$ cat config.mk
export PLATFORM = sky130hd
export DESIGN_NAME = ha_array_acc_8x8
export DESIGN_NICKNAME = d
export VERILOG_FILES = /design/src/rtl/ha_array_acc_8x8.sv
export SDC_FILE = /design/constraint.sdc
export NUM_CORES = 1
export LEC_CHECK = 0
export ABC_AREA = 1
export BUFFER_PORTS_ARGS = -buffer_cell sky130_fd_sc_hd__buf_2
export CAP_MARGIN = 10
export CORE_UTILIZATION = 57
export DETAILED_ROUTE_END_ITERATION = 8
export GPL_TIMING_DRIVEN = 0
export HOLD_SLACK_MARGIN = 0.15
export PLACE_DENSITY = 0.8
export SLEW_MARGIN = 20
export SYNTH_ARGS = -nofsm -noshare
export SYNTH_HDL_FRONTEND = slang
export SYNTH_SLANG_ARGS = --single-unit
$ cat constraint.sdc
create_clock -name clk -period 8.3 [get_ports clk]
set_clock_uncertainty 0.15 [all_clocks]
set_input_delay 1.66 -clock clk [delete_from_list [all_inputs] [get_ports clk]]
set_output_delay 1.66 -clock clk [all_outputs]
set_load 0.1 [all_outputs]
$ cat src/rtl/ha_array_acc_8x8.sv
// ha_array_acc_8x8: reduces a 4-row half-adder array to a 16-bit product over four accumulate cycles
module ha_array_acc_8x8 #(
    parameter int SAT_EN = 1
) (
    input  logic        clk,
    input  logic        rst,
    input  logic [8:0]  ha_array_0_t,
    input  logic [8:0]  ha_array_1_t,
    input  logic [8:0]  ha_array_2_t,
    input  logic [8:0]  ha_array_3_t,
    input  logic [6:0]  ha_array_0_b,
    input  logic [6:0]  ha_array_1_b,
    input  logic [6:0]  ha_array_2_b,
    input  logic [6:0]  ha_array_3_b,
    input  logic        in_valid,
    output logic        in_ready,
    output logic [15:0] product,
    output logic        sat,
    output logic        out_valid,
    input  logic        out_ready
);
    localparam logic [1:0] S_IDLE = 2'd0;
    localparam logic [1:0] S_ACC  = 2'd1;
    localparam logic [1:0] S_DONE = 2'd2;

    logic [1:0]  r_state;
    logic [1:0]  r_idx;
    logic [16:0] r_acc;
    logic [8:0]  r_t [4];
    logic [6:0]  r_b [4];
    logic [15:0] r_product;
    logic        r_sat;
    logic [9:0]  w_row;
    logic [16:0] w_add;
    logic [16:0] w_sum;

    assign in_ready  = r_state == S_IDLE;
    assign out_valid = r_state == S_DONE;
    assign product   = r_product;
    assign sat       = r_sat;

    // Row value of the current row, shifted to its 2^(2*idx) weight and added to the running sum
    always_comb begin
        w_row = 10'(r_t[r_idx]) + {1'b0, r_b[r_idx], 2'b00};
        w_add = 17'(w_row) << {r_idx, 1'b0};
        w_sum = r_acc + w_add;
    end

    // Operand capture only on acceptance, so later input changes never reach the adds
    always_ff @(posedge clk) begin
        if (in_ready && in_valid) begin
            r_t[0] <= ha_array_0_t;
            r_t[1] <= ha_array_1_t;
            r_t[2] <= ha_array_2_t;
            r_t[3] <= ha_array_3_t;
            r_b[0] <= ha_array_0_b;
            r_b[1] <= ha_array_1_b;
            r_b[2] <= ha_array_2_b;
            r_b[3] <= ha_array_3_b;
        end
    end

    // IDLE -> ACC (four adds) -> DONE handshake; result registered from the final sum
    always_ff @(posedge clk) begin
        if (rst) begin
            r_state   <= S_IDLE;
            r_idx     <= 2'd0;
            r_acc     <= 17'd0;
            r_product <= 16'd0;
            r_sat     <= 1'b0;
        end else begin
            case (r_state)
                S_IDLE: begin
                    if (in_valid) begin
                        r_acc   <= 17'd0;
                        r_idx   <= 2'd0;
                        r_state <= S_ACC;
                    end
                end
                S_ACC: begin
                    r_acc <= w_sum;
                    r_idx <= r_idx + 2'd1;
                    if (r_idx == 2'd3) begin
                        r_state   <= S_DONE;
                        r_product <= (SAT_EN != 0 && w_sum[16]) ? 16'hFFFF : w_sum[15:0];
                        r_sat     <= w_sum[16];
                    end
                end
                S_DONE: begin
                    if (out_ready) r_state <= S_IDLE;
                end
                default: r_state <= S_IDLE;
            endcase
        end
    end
endmodule
==> results_dict.tcl <==
set metrics [dict create \
    status "completed" \
    irDropWorstVdd_mv 0.1371 \
    worst_slack_ns 3.759 \
    avgSynthCellArea_sq_um 8.469 \
    finalSetupTns_ns 0 \
    cp_common_cell "nand2_1" \
    layout.nets 867 \
    critPathSlowestCell "clkbuf_1" \
    cts_hold_buf 0 \
    place_ws_ns 3.847 \
    hold_path_end "r_acc[14]" \
    clock.fmax_mhz 220.2 \
    place_inst 894 \
    core_sq_mm 0.009729 \
    fin_util_pct 66.86 \
    period_minus_slack_ns 4.541 \
    combinationalPowerShare_pct 33.4 \
    post-route-drc-count 0 \
    critPathCaptureType "flop" \
    initial_utilization_pct 58.32 \
    arrival_ns 4.67 \
    min_from "r_acc[14]" \
    synth_cell_types 41 \
    fp.dieW_um 101.8 \
    via_per_inst 5.175 \
    track_usage_pct 26.41 \
    synth_top_family_by_area "simple AND/OR/NAND/NOR gates" \
    cts_made_buffers 9 \
    syn_nets 765 \
    r2r-end "product[8]" \
    globalplace.congestion 0.8735 \
    cp_max_fo 10 \
    routedWlPerCell_um 13.98 \
    yosys.area_share.xor_xnor_pct 1.389 \
    start_kind "flop" \
    worstMarginPinSlew_ns 0.6189 \
    port_buffers 85 \
    final_area_sq_mm 0.006505 \
    final_cells 910 \
    n_antenna_cell 0 \
    worst-path-buf-inv 4 \
    synth_warnings 0 \
    h-tree-depth 3 \
    cts_resized 0 \
    grt_pass1_vias 4527 \
    p_seq_share_pct 43.6 \
    first_pass_iters 5 \
    num_vias 4709 \
    maxCapViolCount 0 \
    area_growth_pct 14.64 \
    cts_tree "built" \
    io_pins 87 \
    muxShareOfSynthArea_pct 0 \
    die_area_sq_mm 0.01036 \
    crit_family "simple AND/OR/NAND/NOR gates" \
    drt_wl_total_um 12720 \
    grt_first_pass_wirelength_um 20560 \
    synth_seq_cells 104 \
    cts_buffer_depth 2 \
    root_buffer "clkbuf_8" \
    hpwl_um 9942 \
    r2r_slack_ns 3.76 \
    relSlewSlack_pct 58.74 \
    rsz0062_at_grt "no" \
    synth_compound_area_share_pct 10.19 \
    drive_above_1_share_pct 19.18 \
    synth-adder-area-share_pct 6.218 \
    grt_max_degree 18 \
    clock-sinks 104 \
    critPathKind "reg2reg" \
    period_share_pct 54.71 \
    gr-total-overflow 0 \
    swShare_pct 35.70 \
    crit_required_ns 8.43 \
    hold_violations 0 \
    num_rows 36 \
    setup_violations 0 \
    place_area_sq_mm 0.006316 \
    die_h_um 101.8 \
    cts.clk_slew.worst_paths_ns 0.09 \
    ff2ff_path_depth 25 \
    p_sw_uw 488.8 \
    ys_seq_area_share_pct 47.98 \
    antenna_left 0 \
    p_int_uw 880.6 \
    insertion_delay_ns 0.38 \
    drtIter0Drc 227 \
    antenna_found_initial 0 \
    hp-class "reg2reg" \
    clkPwrFrac_pct 23.0 \
    slew_violations 0 \
    hold_depth 2 \
    slowest_delay_ns 0.46 \
    synth-simple-area-share_pct 26.26 \
    power_density_mw_per_mm2 210.5 \
    cts_setup_buffers 0 \
    p_leak_nw 3.092 \
    synthCells 670 \
    syn-cell-area_sq_mm 0.005674 \
]
==> power groups by stage <==
stage / clock network [mW] / registers [mW] / logic, mW
6_report: 0.315 / 0.597 / 0.458
5_1_grt: 0.338 / 0.600 / 0.514
4_1_cts: 0.318 / 0.597 / 0.454
3_5_place_dp: 0 / 0.609 / 0.451
3_3_place_gp: 0 / 0.611 / 0.440
2_1_floorplan: 0 / 0.611 / 0.338
==> cell usage in the layout (no fill, tap or decap), types with 6 or more instances in the layout <==
cell,netlist,layout
nand2_1,171,171
buf_2,3,88
inv_1,79,79
edfxtp_1,64,64
nor2_1,59,59
nand3_1,46,46
dfxtp_1,40,40
o21ai_0,35,35
a21oi_1,26,26
ha_1,25,25
clkbuf_1,12,14
o22ai_1,14,14
o21a_1,14,14
nand3_2,12,12
clkbuf_8,1,10
buf_4,1,7
nand4_1,6,6
o21ai_1,6,6
nand2_2,6,6
==> metal layers <==
metal	share of wire (%)	wire, um	global-route usage (%)
met2	48	6122	44.80
met5	0	0	0.4808
met1	45	5690	33.20
met3	4.7	604	4.693
met4	2.4	302	11.15
==> sequential cells by signal, summed over array words and instances (netlist names), named ones only <==
signal   cells
sat          1
r_b         28
r_t         36
r_state      2
r_acc       17
r_idx        2
product     16
==> stage by stage <==
step,power (mW),hold WS [ns]
floorplan,0.9489,0.2943
global placement,1.051,0.3076
detailed placement,1.060,0.3111
CTS,1.369,0.3256
global route,1.453,0.3413
finish,1.369,0.3218
==> worst max path at each step <==
stage | start | end | slack, ns | cells after the start
6_report | flop | product[8] | 3.76 | 25
5_1_grt | flop | product[7] | 3.22 | 25
4_1_cts | flop | product[7] | 3.81 | 25
3_5_place_dp | flop | product[7] | 3.85 | 25
3_3_place_gp | in_valid | flop | -1.31 | 7
2_1_floorplan | in_valid | flop | 0.96 | 6
==> worst reg2reg max path, stage by stage (launching register included) <==
cell and delay, ns:
dfxtp_1 0.41, clkbuf_1 0.37, clkbuf_1 0.46, nor2_1 0.12, o22ai_1 0.19, ha_1 0.33, nand2_1 0.12, nand2_1 0.07
nand2_1 0.06, nand3_1 0.12, a21boi_0 0.30, nand2_1 0.12, nand3_1 0.10, nand2_1 0.07, ha_1 0.37, nand2_1 0.12
nor2_2 0.17, and2_4 0.17, nand2_4 0.06, nand2_2 0.07, nand2_2 0.07, nand2_4 0.10, buf_12 0.14, nand3_2 0.06
nand2_1 0.07, inv_1 0.03
==> area by class of cell <==
cell class | count | area, sq um
inverter | 84 | 315.3
sequential | 104 | 2723
timing repair buffer | 91 | 470.5
tap | 133 | 166.4
multi-input combinational | 461 | 2505
clock buffer | 11 | 131.4
buffer | 21 | 136.4
clock inverter | 5 | 57.56
fill | 837 | 3224
==> Yosys cell counts <==
cell type,count,area share (%)
nor2_2,2,0.22
clkinv_1,1,0.066
a21boi_0,1,0.13
xnor2_1,5,0.77
nand2_4,4,0.79
a21oi_1,26,2.3
nand3b_1,3,0.40
edfxtp_1,64,34
inv_1,79,5.2
or2_1,2,0.22
nor2_4,3,0.60
nor3_1,3,0.26
buf_4,1,0.13
nand2_1,171,11
o21ba_1,1,0.18
inv_2,4,0.26
o21ai_1,6,0.53
nor2_1,59,3.9
o22ai_1,14,1.5
nand3_2,12,2.1
buf_1,1,0.066
clkbuf_8,1,0.24
and2_4,1,0.15
dfxtp_1,40,14
xor2_1,4,0.62
buf_2,3,0.26
or2_0,1,0.11
nor2_8,1,0.35
nand2_2,6,0.66
buf_6,1,0.20
and2_1,4,0.44
o21a_1,14,1.9
a21oi_2,2,0.31
fa_1,2,0.71
ha_1,25,5.5
clkbuf_1,12,0.79
a211oi_1,2,0.26
nand3_1,46,4.1
nand4_1,6,0.66
buf_12,2,0.71
o21ai_0,35,3.1
==> kinds of logic (layout without fill, tap and decap cells) <==
group,count (synthesis),after routing
buf+inv,105,212
compound gates,101,101
xor+xnor,9,9
fa+ha+maj,27,27
simple gates,324,324
flops,104,104
Note: power is estimated with default switching activity, not from simulation.
